==> config.mk <==
export PLATFORM = sky130hd
export DESIGN_NAME = dfx_decouple_ctrl
export DESIGN_NICKNAME = d
export VERILOG_FILES = /design/src/rtl/dfx_pkg.sv /design/src/rtl/dfx_outstanding_cnt.sv /design/src/rtl/dfx_decouple_ctrl.sv
export SDC_FILE = /design/constraint.sdc
export NUM_CORES = 1
export LEC_CHECK = 0
export ABC_CLOCK_PERIOD_IN_PS = 6300
export CAP_MARGIN = 0
export CORE_ASPECT_RATIO = 1.4
export CORE_MARGIN = 8
export CORE_UTILIZATION = 30
export DETAILED_ROUTE_END_ITERATION = 8
export GPL_TIMING_DRIVEN = 0
export PLACE_DENSITY = 0.46
export SETUP_SLACK_MARGIN = 0.5
export SLEW_MARGIN = 20
export SYNTH_ARGS = -nofsm -noshare
export SYNTH_HDL_FRONTEND = slang
export SYNTH_SLANG_ARGS = --single-unit
==> constraint.sdc <==
create_clock -name clk_i -period 6.3 [get_ports clk_i]
set_clock_uncertainty 0.15 [all_clocks]
set_input_delay 0.63 -clock clk_i [delete_from_list [all_inputs] [get_ports clk_i]]
set_output_delay 0.63 -clock clk_i [all_outputs]
set_load 0.01 [all_outputs]
==> src/rtl/dfx_pkg.sv <==
// Shared types and defaults for the DFX decouple controller.
// The state encoding is visible on state_o, so it is fixed here.
package dfx_pkg;

  typedef enum logic [2:0] {
    ST_COUPLED   = 3'd0,
    ST_DRAIN     = 3'd1,
    ST_ASSERT    = 3'd2,
    ST_DECOUPLED = 3'd3,
    ST_RELEASE   = 3'd4
  } dfx_state_e;

  localparam int DFX_CNT_W       = 6;
  localparam int DFX_TIMEOUT_CYC = 4096;

endpackage

==> src/rtl/dfx_outstanding_cnt.sv <==
// Saturating up/down counter of outstanding transactions.
// err_o pulses when an increment hits all-ones or a decrement hits zero.
module dfx_outstanding_cnt
  import dfx_pkg::*;
#(
  parameter int CNT_W = DFX_CNT_W
) (
  input  logic             clk_i,
  input  logic             rst_ni,
  input  logic             en_i,
  input  logic             clr_i,
  input  logic             inc_i,
  input  logic             dec_i,
  output logic [CNT_W-1:0] cnt_o,
  output logic             err_o
);

  logic [CNT_W-1:0] cnt_q, cnt_d;
  logic             err;

  always_comb begin
    cnt_d = cnt_q;
    err   = 1'b0;
    if (clr_i) begin
      cnt_d = '0;
    end else if (en_i && inc_i && !dec_i) begin
      if (&cnt_q) err = 1'b1;
      else        cnt_d = cnt_q + CNT_W'(1);
    end else if (en_i && dec_i && !inc_i) begin
      if (cnt_q == '0) err = 1'b1;
      else             cnt_d = cnt_q - CNT_W'(1);
    end
  end

  always_ff @(posedge clk_i or negedge rst_ni) begin
    if (!rst_ni) cnt_q <= '0;
    else         cnt_q <= cnt_d;
  end

  assign cnt_o = cnt_q;
  assign err_o = err;

endmodule

==> src/rtl/dfx_decouple_ctrl.sv <==
// Sequences a DFX decoupler: hold masters, drain outstanding AXI traffic,
// assert decouple, and release on request; drain is bounded by a timeout.
module dfx_decouple_ctrl
  import dfx_pkg::*;
#(
  parameter int CNT_W       = DFX_CNT_W,
  parameter int TIMEOUT_CYC = DFX_TIMEOUT_CYC
) (
  input  logic       clk_i,
  input  logic       rst_ni,
  input  logic       req_decouple_i,
  output logic       decouple_o,
  input  logic       decouple_status_i,
  output logic       hold_o,
  input  logic       i0_aw_hs_i,
  input  logic       i0_b_hs_i,
  input  logic       i0_ar_hs_i,
  input  logic       i0_r_hs_i,
  input  logic       i1_aw_hs_i,
  input  logic       i1_b_hs_i,
  input  logic       i1_ar_hs_i,
  input  logic       i1_r_hs_i,
  input  logic       i1_rlast_i,
  output logic [2:0] state_o,
  output logic       timeout_o,
  output logic       overflow_o
);

  localparam int TW = (TIMEOUT_CYC > 1) ? $clog2(TIMEOUT_CYC) : 1;

  dfx_state_e       state_q, state_d;
  logic [TW-1:0]    tcnt_q, tcnt_d;
  logic             decouple_q, decouple_d;
  logic             hold_q, hold_d;
  logic             timeout_q, timeout_d;
  logic             overflow_q, overflow_d;
  logic             clr_cnt;
  logic             all_zero;
  logic [3:0]       inc, dec, err;
  logic [CNT_W-1:0] cnt_w [4];

  // Index order: wr0, rd0, wr1, rd1. An i1 read only retires on its last beat.
  assign inc = {i1_ar_hs_i, i1_aw_hs_i, i0_ar_hs_i, i0_aw_hs_i};
  assign dec = {i1_r_hs_i & i1_rlast_i, i1_b_hs_i, i0_r_hs_i, i0_b_hs_i};

  for (genvar g = 0; g < 4; g++) begin : g_cnt
    dfx_outstanding_cnt #(.CNT_W(CNT_W)) u_cnt (
      .clk_i (clk_i),
      .rst_ni(rst_ni),
      .en_i  (!decouple_q),
      .clr_i (clr_cnt),
      .inc_i (inc[g]),
      .dec_i (dec[g]),
      .cnt_o (cnt_w[g]),
      .err_o (err[g])
    );
  end

  assign all_zero = (cnt_w[0] == '0) && (cnt_w[1] == '0) &&
                    (cnt_w[2] == '0) && (cnt_w[3] == '0);

  always_comb begin
    state_d   = state_q;
    tcnt_d    = '0;
    timeout_d = timeout_q;
    clr_cnt   = 1'b0;
    case (state_q)
      ST_COUPLED: if (req_decouple_i) state_d = ST_DRAIN;
      ST_DRAIN: begin
        if (!req_decouple_i) begin
          state_d = ST_COUPLED;
        end else if (all_zero) begin
          state_d = ST_ASSERT;
        end else if (tcnt_q == TW'(TIMEOUT_CYC - 1)) begin
          state_d   = ST_ASSERT;
          timeout_d = 1'b1;
        end else begin
          tcnt_d = tcnt_q + TW'(1);
        end
      end
      // The decoupler swallows whatever was still in flight.
      ST_ASSERT: if (decouple_status_i) begin
        state_d = ST_DECOUPLED;
        clr_cnt = 1'b1;
      end
      ST_DECOUPLED: if (!req_decouple_i) state_d = ST_RELEASE;
      ST_RELEASE: if (!decouple_status_i) begin
        state_d   = ST_COUPLED;
        timeout_d = 1'b0;
      end
      default: state_d = ST_COUPLED;
    endcase
    decouple_d = (state_d == ST_ASSERT) || (state_d == ST_DECOUPLED);
    hold_d     = (state_d != ST_COUPLED);
    overflow_d = overflow_q | (|err);
  end

  always_ff @(posedge clk_i or negedge rst_ni) begin
    if (!rst_ni) begin
      state_q    <= ST_COUPLED;
      tcnt_q     <= '0;
      decouple_q <= 1'b0;
      hold_q     <= 1'b0;
      timeout_q  <= 1'b0;
      overflow_q <= 1'b0;
    end else begin
      state_q    <= state_d;
      tcnt_q     <= tcnt_d;
      decouple_q <= decouple_d;
      hold_q     <= hold_d;
      timeout_q  <= timeout_d;
      overflow_q <= overflow_d;
    end
  end

  assign decouple_o = decouple_q;
  assign hold_o     = hold_q;
  assign state_o    = state_q;
  assign timeout_o  = timeout_q;
  assign overflow_o = overflow_q;

endmodule
==> impl_metrics.yaml, run 1 <==
status:
  outcome: "complete, no violations"
place:
  gp_congestion: 0.740
  io_buffers: 19
  hpwl_mm: 5.21
  place_ws_ns: 2.75
logic_synthesis:
  synth.distinct_cells: 57
  netlist_area_sq_mm: 0.00308
  yosys_warnings: 0
  ys_seq_elements: 43
  synth_top_flop_cell: "dfrtp_1"
  synth_cells: 326
  avgSynthCellArea_sq_um: 9.44
  synthArstFlopShare_pct: 100
  ys_seq_area_share_pct: 35.0
  synth_edf_count: 0
  syn_nets: 360
sta:
  relSlewSlack_pct: 59.5
  drv_slew: 0
  max_freq_mhz: 304
  whs_ns: 0.189
  period_needed_ns: 3.29
  finalSetupViolCount: 0
  worst_slew_pin_slew_ns: 0.607
  final-hold-violation-count: 0
  rsz0062_at_grt: "false"
  tns_ns: 0
  finalWorstSetupSlack_ns: 3.01
  fin_crit_sh_pct: 52.2
floorplanning:
  ios: 20
  core_area_sq_mm: 0.00995
  dieArea_sq_mm: 0.0138
  start_util_pct: 30.9
  rows: 43
  die_height_um: 136
  die_x_um: 102
critical_path:
  ff2ff_path_depth: 9
  start_kind: "primary input"
  cp_data_required_time_ns: 6.32
  crit_fanout: 9
  end_kind: "flop"
  r2r_setup_slack_ns: 3.33
  critPathArrivalTime_ns: 3.30
  crit_type: "primary input to flop"
power_and_ir_drop:
  ir_drop_mv: 0.137
  power_density_mw_per_mm2: 381
  p_leak_nw: 1.49
route:
  drt-vias-per-instance: 5.09
  drtAntennaViolNets: 0
  firstDrtPassIters: 4
  routed_wl_mm: 6.88
  wl_per_cell_um: 14.1
  vias: 2490
  drc_errors: 0
  drtIter0Drc: 107
cts:
  cts_resized: 0
  clk_latency_ns: 0.28
  htree_levels: 2
  tritoncts.num_buffers: 5
  cts.sinks: 43
  clkTransAtPathRegs_ns: 0.06
  cts_setup_buffers: 0
  cts_tree: "done"
  hold_buffers: 0
  cts-root-buf: "clkbuf_16"
  clk_path_buf_depth: 2
layout:
  drive_gt1_share_pct: 9.60
  antennaDiodeCount: 0
  area_growth_pct: 17.5
  num-nets-final: 387
  fill_cells: 1022
  utilization_pct: 36.3
  layout_common_cells: "43 x nor2_1, 43 x dfrtp_1, 18 x clkdlybuf4s50_1"
run:
  max-cap-violations: 0
global_routing:
  grt_pass1_wl_mm: 12.1
  antenna_found_initial: 0
  overflow: 0
  grt_pass1_vias: 2544
  grt_usage_pct: 10.8
  grt_max_degree: 23
min_path:
  worst_hold_path_type: "primary input to async pin"
[synthesized netlist by cell type (all sizes together), types with 5 or more instances]
| cell | number | area (sq um) |
|---|---|---|
| nand3 | 8 | 40.0 |
| xor2 | 6 | 52.6 |
| inv | 15 | 56.3 |
| nor3 | 9 | 50.1 |
| nand4 | 5 | 31.3 |
| and2 | 5 | 31.3 |
| ha | 17 | 213 |
| nand3b | 6 | 45.0 |
| nand2b | 7 | 43.8 |
| buf | 6 | 36.3 |
| o21ai | 19 | 95.1 |
| a211oi | 15 | 113 |
| o31ai | 7 | 76.3 |
| or4 | 8 | 67.6 |
| mux2i | 8 | 80.1 |
| a21o | 5 | 37.5 |
| xnor2 | 11 | 96.3 |
| clkbuf | 6 | 22.5 |
| nor2b | 10 | 62.6 |
| nor2 | 43 | 161 |
| dfrtp | 43 | 1080 |
| nand2 | 9 | 33.8 |
| a21oi | 11 | 70.1 |
[per-layer routing]
layer	track usage, %	wire length (um)	vias up
li1	-	-	1245
met1	13.0	3280	1219
met2	18.8	3380	22
met3	2.20	176	4
met4	2.49	55	0
met5	0	0	-
[state kept, by name, indices dropped and copies added (netlist names)]
signal	count
decouple_o	1
tcnt_q	12
g_cnt.u_cnt.cnt_o	24
state_o	3
timeout_o	1
overflow_o	1
hold_o	1
[metrics by stage]
step	instances	total power, mW	cell area [sq um]
after CTS	489	1.39	3610
after global placement	480	1.09	3440
after detailed placement	481	1.11	3460
after floorplan	326	0.963	3080
final	489	1.38	3610
after global routing	489	1.50	3610
[cell families (layout without fill, tap and decap cells)]
group | after synthesis | after routing | synth area share [%]
adder cells (fa/ha/maj) | 21 | 21 | 9.52
XOR/XNOR | 17 | 17 | 4.84
multiplexers | 10 | 10 | 3.58
AO/OA/AOI/OAI | 76 | 76 | 17.9
AND/OR/NAND/NOR | 132 | 132 | 25.5
flip-flops | 43 | 43 | 35.0
buffers and inverters | 27 | 55 | 3.74
[layout make-up]
| class | count | area (sq um) | share of cell area (%) |
|---|---|---|---|
| flip-flops and latches | 43 | 1080 | 29.8 |
| repair buffers | 20 | 213 | 5.88 |
| plain buffers | 12 | 58.8 | 1.63 |
| clock buffers | 8 | 156 | 4.33 |
| inverters | 15 | 56.3 | 1.56 |
| well taps | 135 | 169 | 4.67 |
| multi-input cells | 256 | 1890 | 52.2 |
[report_power, final]
group	internal, mW	switching [mW]	total (mW)	leakage [nW]
combinational	0.312	0.313	0.625	0.881
sequential	0.362	0.114	0.476	0.535
clock	0.169	0.106	0.275	0.0772
total	0.843	0.534	1.38	1.49
[final timing paths]
check,startpoint,endpoint
min in group clk_i,tcnt_q[0]$_DFF_PN0_,tcnt_q[0]$_DFF_PN0_
setup reg to reg,decouple_o$_DFF_PN0_,g_cnt[1].u_cnt.cnt_o[5]$_DFFE_PN0P_
hold reg to reg,tcnt_q[0]$_DFF_PN0_,tcnt_q[0]$_DFF_PN0_
setup / recovery,i0_ar_hs_i,g_cnt[1].u_cnt.cnt_o[5]$_DFFE_PN0P_
max in group asynchronous,rst_ni,g_cnt[1].u_cnt.cnt_o[5]$_DFFE_PN0P_
hold / removal,rst_ni,hold_o$_DFF_PN0_
[critical path, stage by stage]
cell             delay, ns
clkdlybuf4s50_1       0.53
or3b_1                0.35
clkbuf_1              0.23
ha_1                  0.35
a211oi_1              0.25
nor2_1                0.13
and3_1                0.22
nor4b_4               0.28
mux2_4                0.32
No activity file was read; power rests on OpenSTA's default activity.
==> inputs of run 2 (changes only) <==
- ABC_CLOCK_PERIOD_IN_PS: 6300 -> 3000
- PLACE_DENSITY: 0.46 -> 0.48
- clock period: 6.3 -> 3 ns (I/O delays scaled with it)
==> impl_metrics.yaml, run 2 (synthesis results as in run 1) <==
global_routing:
  grt_max_degree: 31
  grt_pass1_vias: 2573
  overflow: 0
  antenna_found_initial: 0
  grt_pass1_wl_mm: 12.5
  grt_usage_pct: 11.3
sta:
  relSlewSlack_pct: 55.1
  period_needed_ns: 2.68
  drv_slew: 0
  worst_slew_pin_slew_ns: 0.674
  final-hold-violation-count: 0
  max_freq_mhz: 373
  rsz0062_at_grt: "true"
  whs_ns: 0.303
  finalWorstSetupSlack_ns: 0.320
  fin_crit_sh_pct: 89.3
  finalSetupViolCount: 0
power_and_ir_drop:
  p_leak_nw: 1.60
  power_density_mw_per_mm2: 805
  power_mw: 3.22
  ir_drop_mv: 0.293
cts:
  tritoncts.num_buffers: 5
  cts_tree: "done"
  clkTransAtPathRegs_ns: 0.06
  cts.sinks: 43
  clk_latency_ns: 0.29
  cts-root-buf: "clkbuf_16"
  clk_path_buf_depth: 2
  htree_levels: 2
min_path:
  worst_hold_path_type: "primary input to async pin"
floorplanning:
  start_util_pct: 30.9
  rows: 43
  dieArea_sq_mm: 0.0138
  ios: 20
  core_area_sq_mm: 0.00995
  die_x_um: 102
  die_height_um: 136
place:
  gp_congestion: 0.742
  hpwl_mm: 5.46
  io_buffers: 19
  place_ws_ns: -0.0122
  place_inst: 481
layout:
  num-nets-final: 405
  largest_reg_flops: 24
  antennaDiodeCount: 0
  utilization_pct: 40.2
  drive_gt1_share_pct: 21.5
  final_cells: 507
  area_growth_pct: 30.2
  fill_cells: 991
  layout_commonest_cell: "dfrtp_1"
  layout_common_cells: "43 x dfrtp_1, 40 x nor2_1, 17 x clkdlybuf4s50_1"
critical_path:
  end_kind: "flop"
  cp_common_cell: "buf_6"
  cp_data_required_time_ns: 3.06
  slowest_stage: "or4_4"
  path_cells: "buf_6, buf_6, or3_4, buf_8, ha_4, a211oi_4, nor2_2, and3_4, or4_4, a21oi_2"
  start_kind: "flop"
  path_delay_family: "simple AND/OR/NAND/NOR gates"
  critPathMaxStageDelay_ns: 0.41
  crit_type: "flop to flop"
  critPathArrivalTime_ns: 2.74
  crit_fanout: 8
  crit_buf_inv: 3
route:
  drtAntennaViolNets: 0
  drt-vias-per-instance: 5.01
  firstDrtPassIters: 4
  drtIter0Drc: 55
  vias: 2541
  routed_wl_mm: 7.52
  wl_per_cell_um: 14.8
  drc_errors: 0
status:
  outcome: "complete, no violations"
run:
  max-cap-violations: 0
## run 2: cell count changes in the layout (fill, tap and decap cells not counted), moves of 5 or more
cell / previous run / this run
a211oi_1: 15 / 10
buf_4: 0 / 16
ha_1: 17 / 3
ha_4: 0 / 14
o21ai_0: 14 / 9
## run 2: cell type report
type	count	area, sq um	share of cell area, %
timing repair buffer	38	345	8.62
buffer	12	85.1	2.12
clock buffer	6	129	3.22
sequential	43	1080	26.9
multi-input combinational	256	2130	53.2
inverter	15	56.3	1.41
tap	135	169	4.22
clock inverter	2	12.5	0.312
## run 2: report_power, final
group | switching, mW | leakage [nW] | internal, mW
Clock | 0.235 | 0.0669 | 0.308
Combinational | 0.736 | 1.00 | 0.891
Sequential | 0.294 | 0.535 | 0.759
## run 2: worst reg2reg max path: cells and delay by family (launching register included)
family / cells / cell delay (ns)
AO/OA/AOI/OAI: 2 / 0.40
buffers and inverters: 3 / 0.42
AND/OR/NAND/NOR: 4 / 0.99
flip-flops: 1 / 0.40
adder cells (fa/ha/maj): 1 / 0.25
## run 2: metal layers
layer	track usage (%)	wire, um
met1	13.2	3350
met3	2.41	248
met5	0	0
met2	20.2	3820
met4	2.99	106
## run 2: metrics by stage
stage | area, sq um | setup TNS [ns]
3_3_place_gp | 3610 | 0
2_1_floorplan | 3250 | 0
5_1_grt | 4010 | 0
3_5_place_dp | 3630 | -0.0122
4_1_cts | 3890 | 0
6_report | 4010 | 0
## run 2: timing repair
item,4_1_cts,5_1_grt
endpoints found under the hold margin,13,0
setup endpoints to repair,4,5
gates resized for setup,9,12
hold buffers,1,0
pin swaps,9,12
setup buffers,10,7
## run 2: path summary, 6_finish.rpt
check / startpoint / end / slack (ns) / cells after the start
setup / recovery: decouple_o$_DFF_PN0_ / g_cnt[2].u_cnt.cnt_o[5]$_DFFE_PN0P_ / 0.32 / 10
hold / removal: rst_ni / tcnt_q[3]$_DFF_PN0_ / 0.30 / 2
setup reg to reg: decouple_o$_DFF_PN0_ / g_cnt[2].u_cnt.cnt_o[5]$_DFFE_PN0P_ / 0.32 / 10
hold reg to reg: overflow_o$_DFF_PN0_ / overflow_o$_DFF_PN0_ / 0.37 / 1
max in group asynchronous: rst_ni / g_cnt[2].u_cnt.cnt_o[0]$_DFFE_PN0P_ / 1.91 / 3
min in group clk_i: overflow_o$_DFF_PN0_ / overflow_o$_DFF_PN0_ / 0.37 / 1
==> inputs of run 3 (changes only) <==
- ABC_CLOCK_PERIOD_IN_PS: 3000 -> 2600
- DONT_BUFFER_PORTS: unset -> 1
- PLACE_DENSITY: 0.48 -> 0.44
- SLEW_MARGIN: 20 -> 10
- clock period: 3 -> 2.6 ns (I/O delays scaled with it)
==> impl_metrics.yaml, run 3 (synthesis results as in run 1) <==
layout:
  antennaDiodeCount: 0
  layout_commonest_cell: "dfrtp_1"
  final_area_sq_mm: 0.00440
  layout_common_cells: "39 x dfrtp_1, 26 x nor2_1, 25 x buf_4"
  num-nets-final: 406
  drive_gt1_share_pct: 44.0
  final_cells: 508
  utilization_pct: 44.2
  largest_reg_flops: 24
  area_growth_pct: 43.1
global_routing:
  grt_pass1_wl_mm: 13.4
  grt_pass1_vias: 2708
  antenna_found_initial: 0
  overflow: 0
  grt_max_degree: 44
  grt_usage_pct: 12.3
place:
  place_inst: 461
  gp_congestion: 0.723
  hpwl_mm: 5.59
  postPlaceCellArea_sq_mm: 0.00349
  io_buffers: 0
sta:
  final-hold-violation-count: 0
  finalSetupViolCount: 3
  max_freq_mhz: 376
  worst_slew_pin_slew_ns: 0.512
  period_needed_ns: 2.66
  finalWorstSetupSlack_ns: -0.0626
  tns_ns: -0.171
  relSlewSlack_pct: 65.9
  whs_ns: 0.0139
  drv_slew: 0
  fin_crit_sh_pct: 102
  rsz0062_at_grt: "true"
critical_path:
  crit_type: "flop to flop"
  critPathArrivalTime_ns: 2.69
  crit_fanout: 8
  crit_buf_inv: 2
  start_kind: "flop"
  critPathMaxStageDelay_ns: 0.44
  slowest_stage: "dfrtp_2"
  path_delay_family: "simple AND/OR/NAND/NOR gates"
  path_cells: "buf_6, or3b_4, buf_8, ha_4, a211oi_2, nor2_2, and3_4, nor4b_4, mux2_4"
  end_kind: "flop"
  cp_data_required_time_ns: 2.62
route:
  drt-vias-per-instance: 5.19
  drtAntennaViolNets: 0
  vias: 2636
  drtIter0Drc: 68
  drc_errors: 0
  wl_per_cell_um: 16.4
  routed_wl_mm: 8.33
  firstDrtPassIters: 4
min_path:
  worst_hold_path_type: "primary input to flop"
floorplanning:
  start_util_pct: 30.9
  ios: 20
  die_height_um: 136
  rows: 43
  die_x_um: 102
  dieArea_sq_mm: 0.0138
  core_area_sq_mm: 0.00995
cts:
  clkTransAtPathRegs_ns: 0.06
  cts-root-buf: "clkbuf_16"
  clk_latency_ns: 0.29
  htree_levels: 2
  cts_tree: "done"
  clk_path_buf_depth: 2
  cts.sinks: 43
  tritoncts.num_buffers: 5
power_and_ir_drop:
  power_density_mw_per_mm2: 980
  p_leak_nw: 1.71
  ir_drop_mv: 0.383
run:
  max-cap-violations: 0
status:
  violations: "negative setup slack"
  outcome: "complete, but fails checks"
-- run 3: changes by cell type in the layout (fill, tap and decap cells not counted), sizes merged --
cell / before / now
buf: 25 / 44
clkdlybuf4s50: 17 / 0
clkbuf: 12 / 9
dlygate4sd3: 1 / 3
clkinvlp: 1 / 2
dlygate4sd2: 1 / 0
-- run 3: final cells by class --
cell class / instances / area (sq um)
fill: 976 / 5550
multi-input combinational: 256 / 2470
sequential: 43 / 1080
timing repair buffer: 39 / 354
tap: 135 / 169
clock buffer: 5 / 125
buffer: 12 / 125
inverter: 15 / 58.8
clock inverter: 3 / 20.0
-- run 3: what timing repair did --
item	4_1_cts	5_1_grt
resized for setup	51	70
hold buffers	4	0
endpoints found under the setup margin	40	41
setup buffers	25	10
endpoints found under the hold margin	45	0
pin swaps	39	37
-- run 3: power by group --
| part | total, mW | switching [mW] | internal [mW] |
|---|---|---|---|
| Sequential | 1.27 | 0.390 | 0.880 |
| Combinational | 2.42 | 1.06 | 1.37 |
| Clock | 0.622 | 0.268 | 0.354 |
| Total | 4.32 | 1.72 | 2.60 |
-- run 3: final timing paths --
| kind | startpoint | endpoint | slack, ns | cells past startpoint |
|---|---|---|---|---|
| worst max-delay path | decouple_o$_DFF_PN0_ | g_cnt[1].u_cnt.cnt_o[5]$_DFFE_PN0P_ | -0.06 | 9 |
| worst min-delay path | req_decouple_i | state_o[2]$_DFF_PN0_ | 0.01 | 2 |
| worst max register to register | decouple_o$_DFF_PN0_ | g_cnt[1].u_cnt.cnt_o[5]$_DFFE_PN0P_ | -0.06 | 9 |
| worst min register to register | tcnt_q[0]$_DFF_PN0_ | tcnt_q[0]$_DFF_PN0_ | 0.42 | 2 |
| max in group asynchronous | rst_ni | g_cnt[2].u_cnt.cnt_o[1]$_DFFE_PN0P_ | 1.76 | 2 |
| min in group asynchronous | rst_ni | tcnt_q[4]$_DFF_PN0_ | 0.31 | 2 |
-- run 3: layer usage --
metal | vias up | part of all wire [%] | track usage, %
met5 | - | 0 | 0
met2 | 29 | 52 | 21.6
met3 | 9 | 3.6 | 2.66
met1 | 1319 | 43 | 14.2
li1 | 1279 | - | -
met4 | 0 | 1.4 | 4.24
-- run 3: per-stage QoR --
stage	setup WS, ns	total power, mW
finish	-0.0626	4.32
floorplan	0.0718	2.60
global placement	-0.137	2.93
global route	-0.130	4.64
CTS	-0.121	4.02
detailed placement	-0.164	2.98
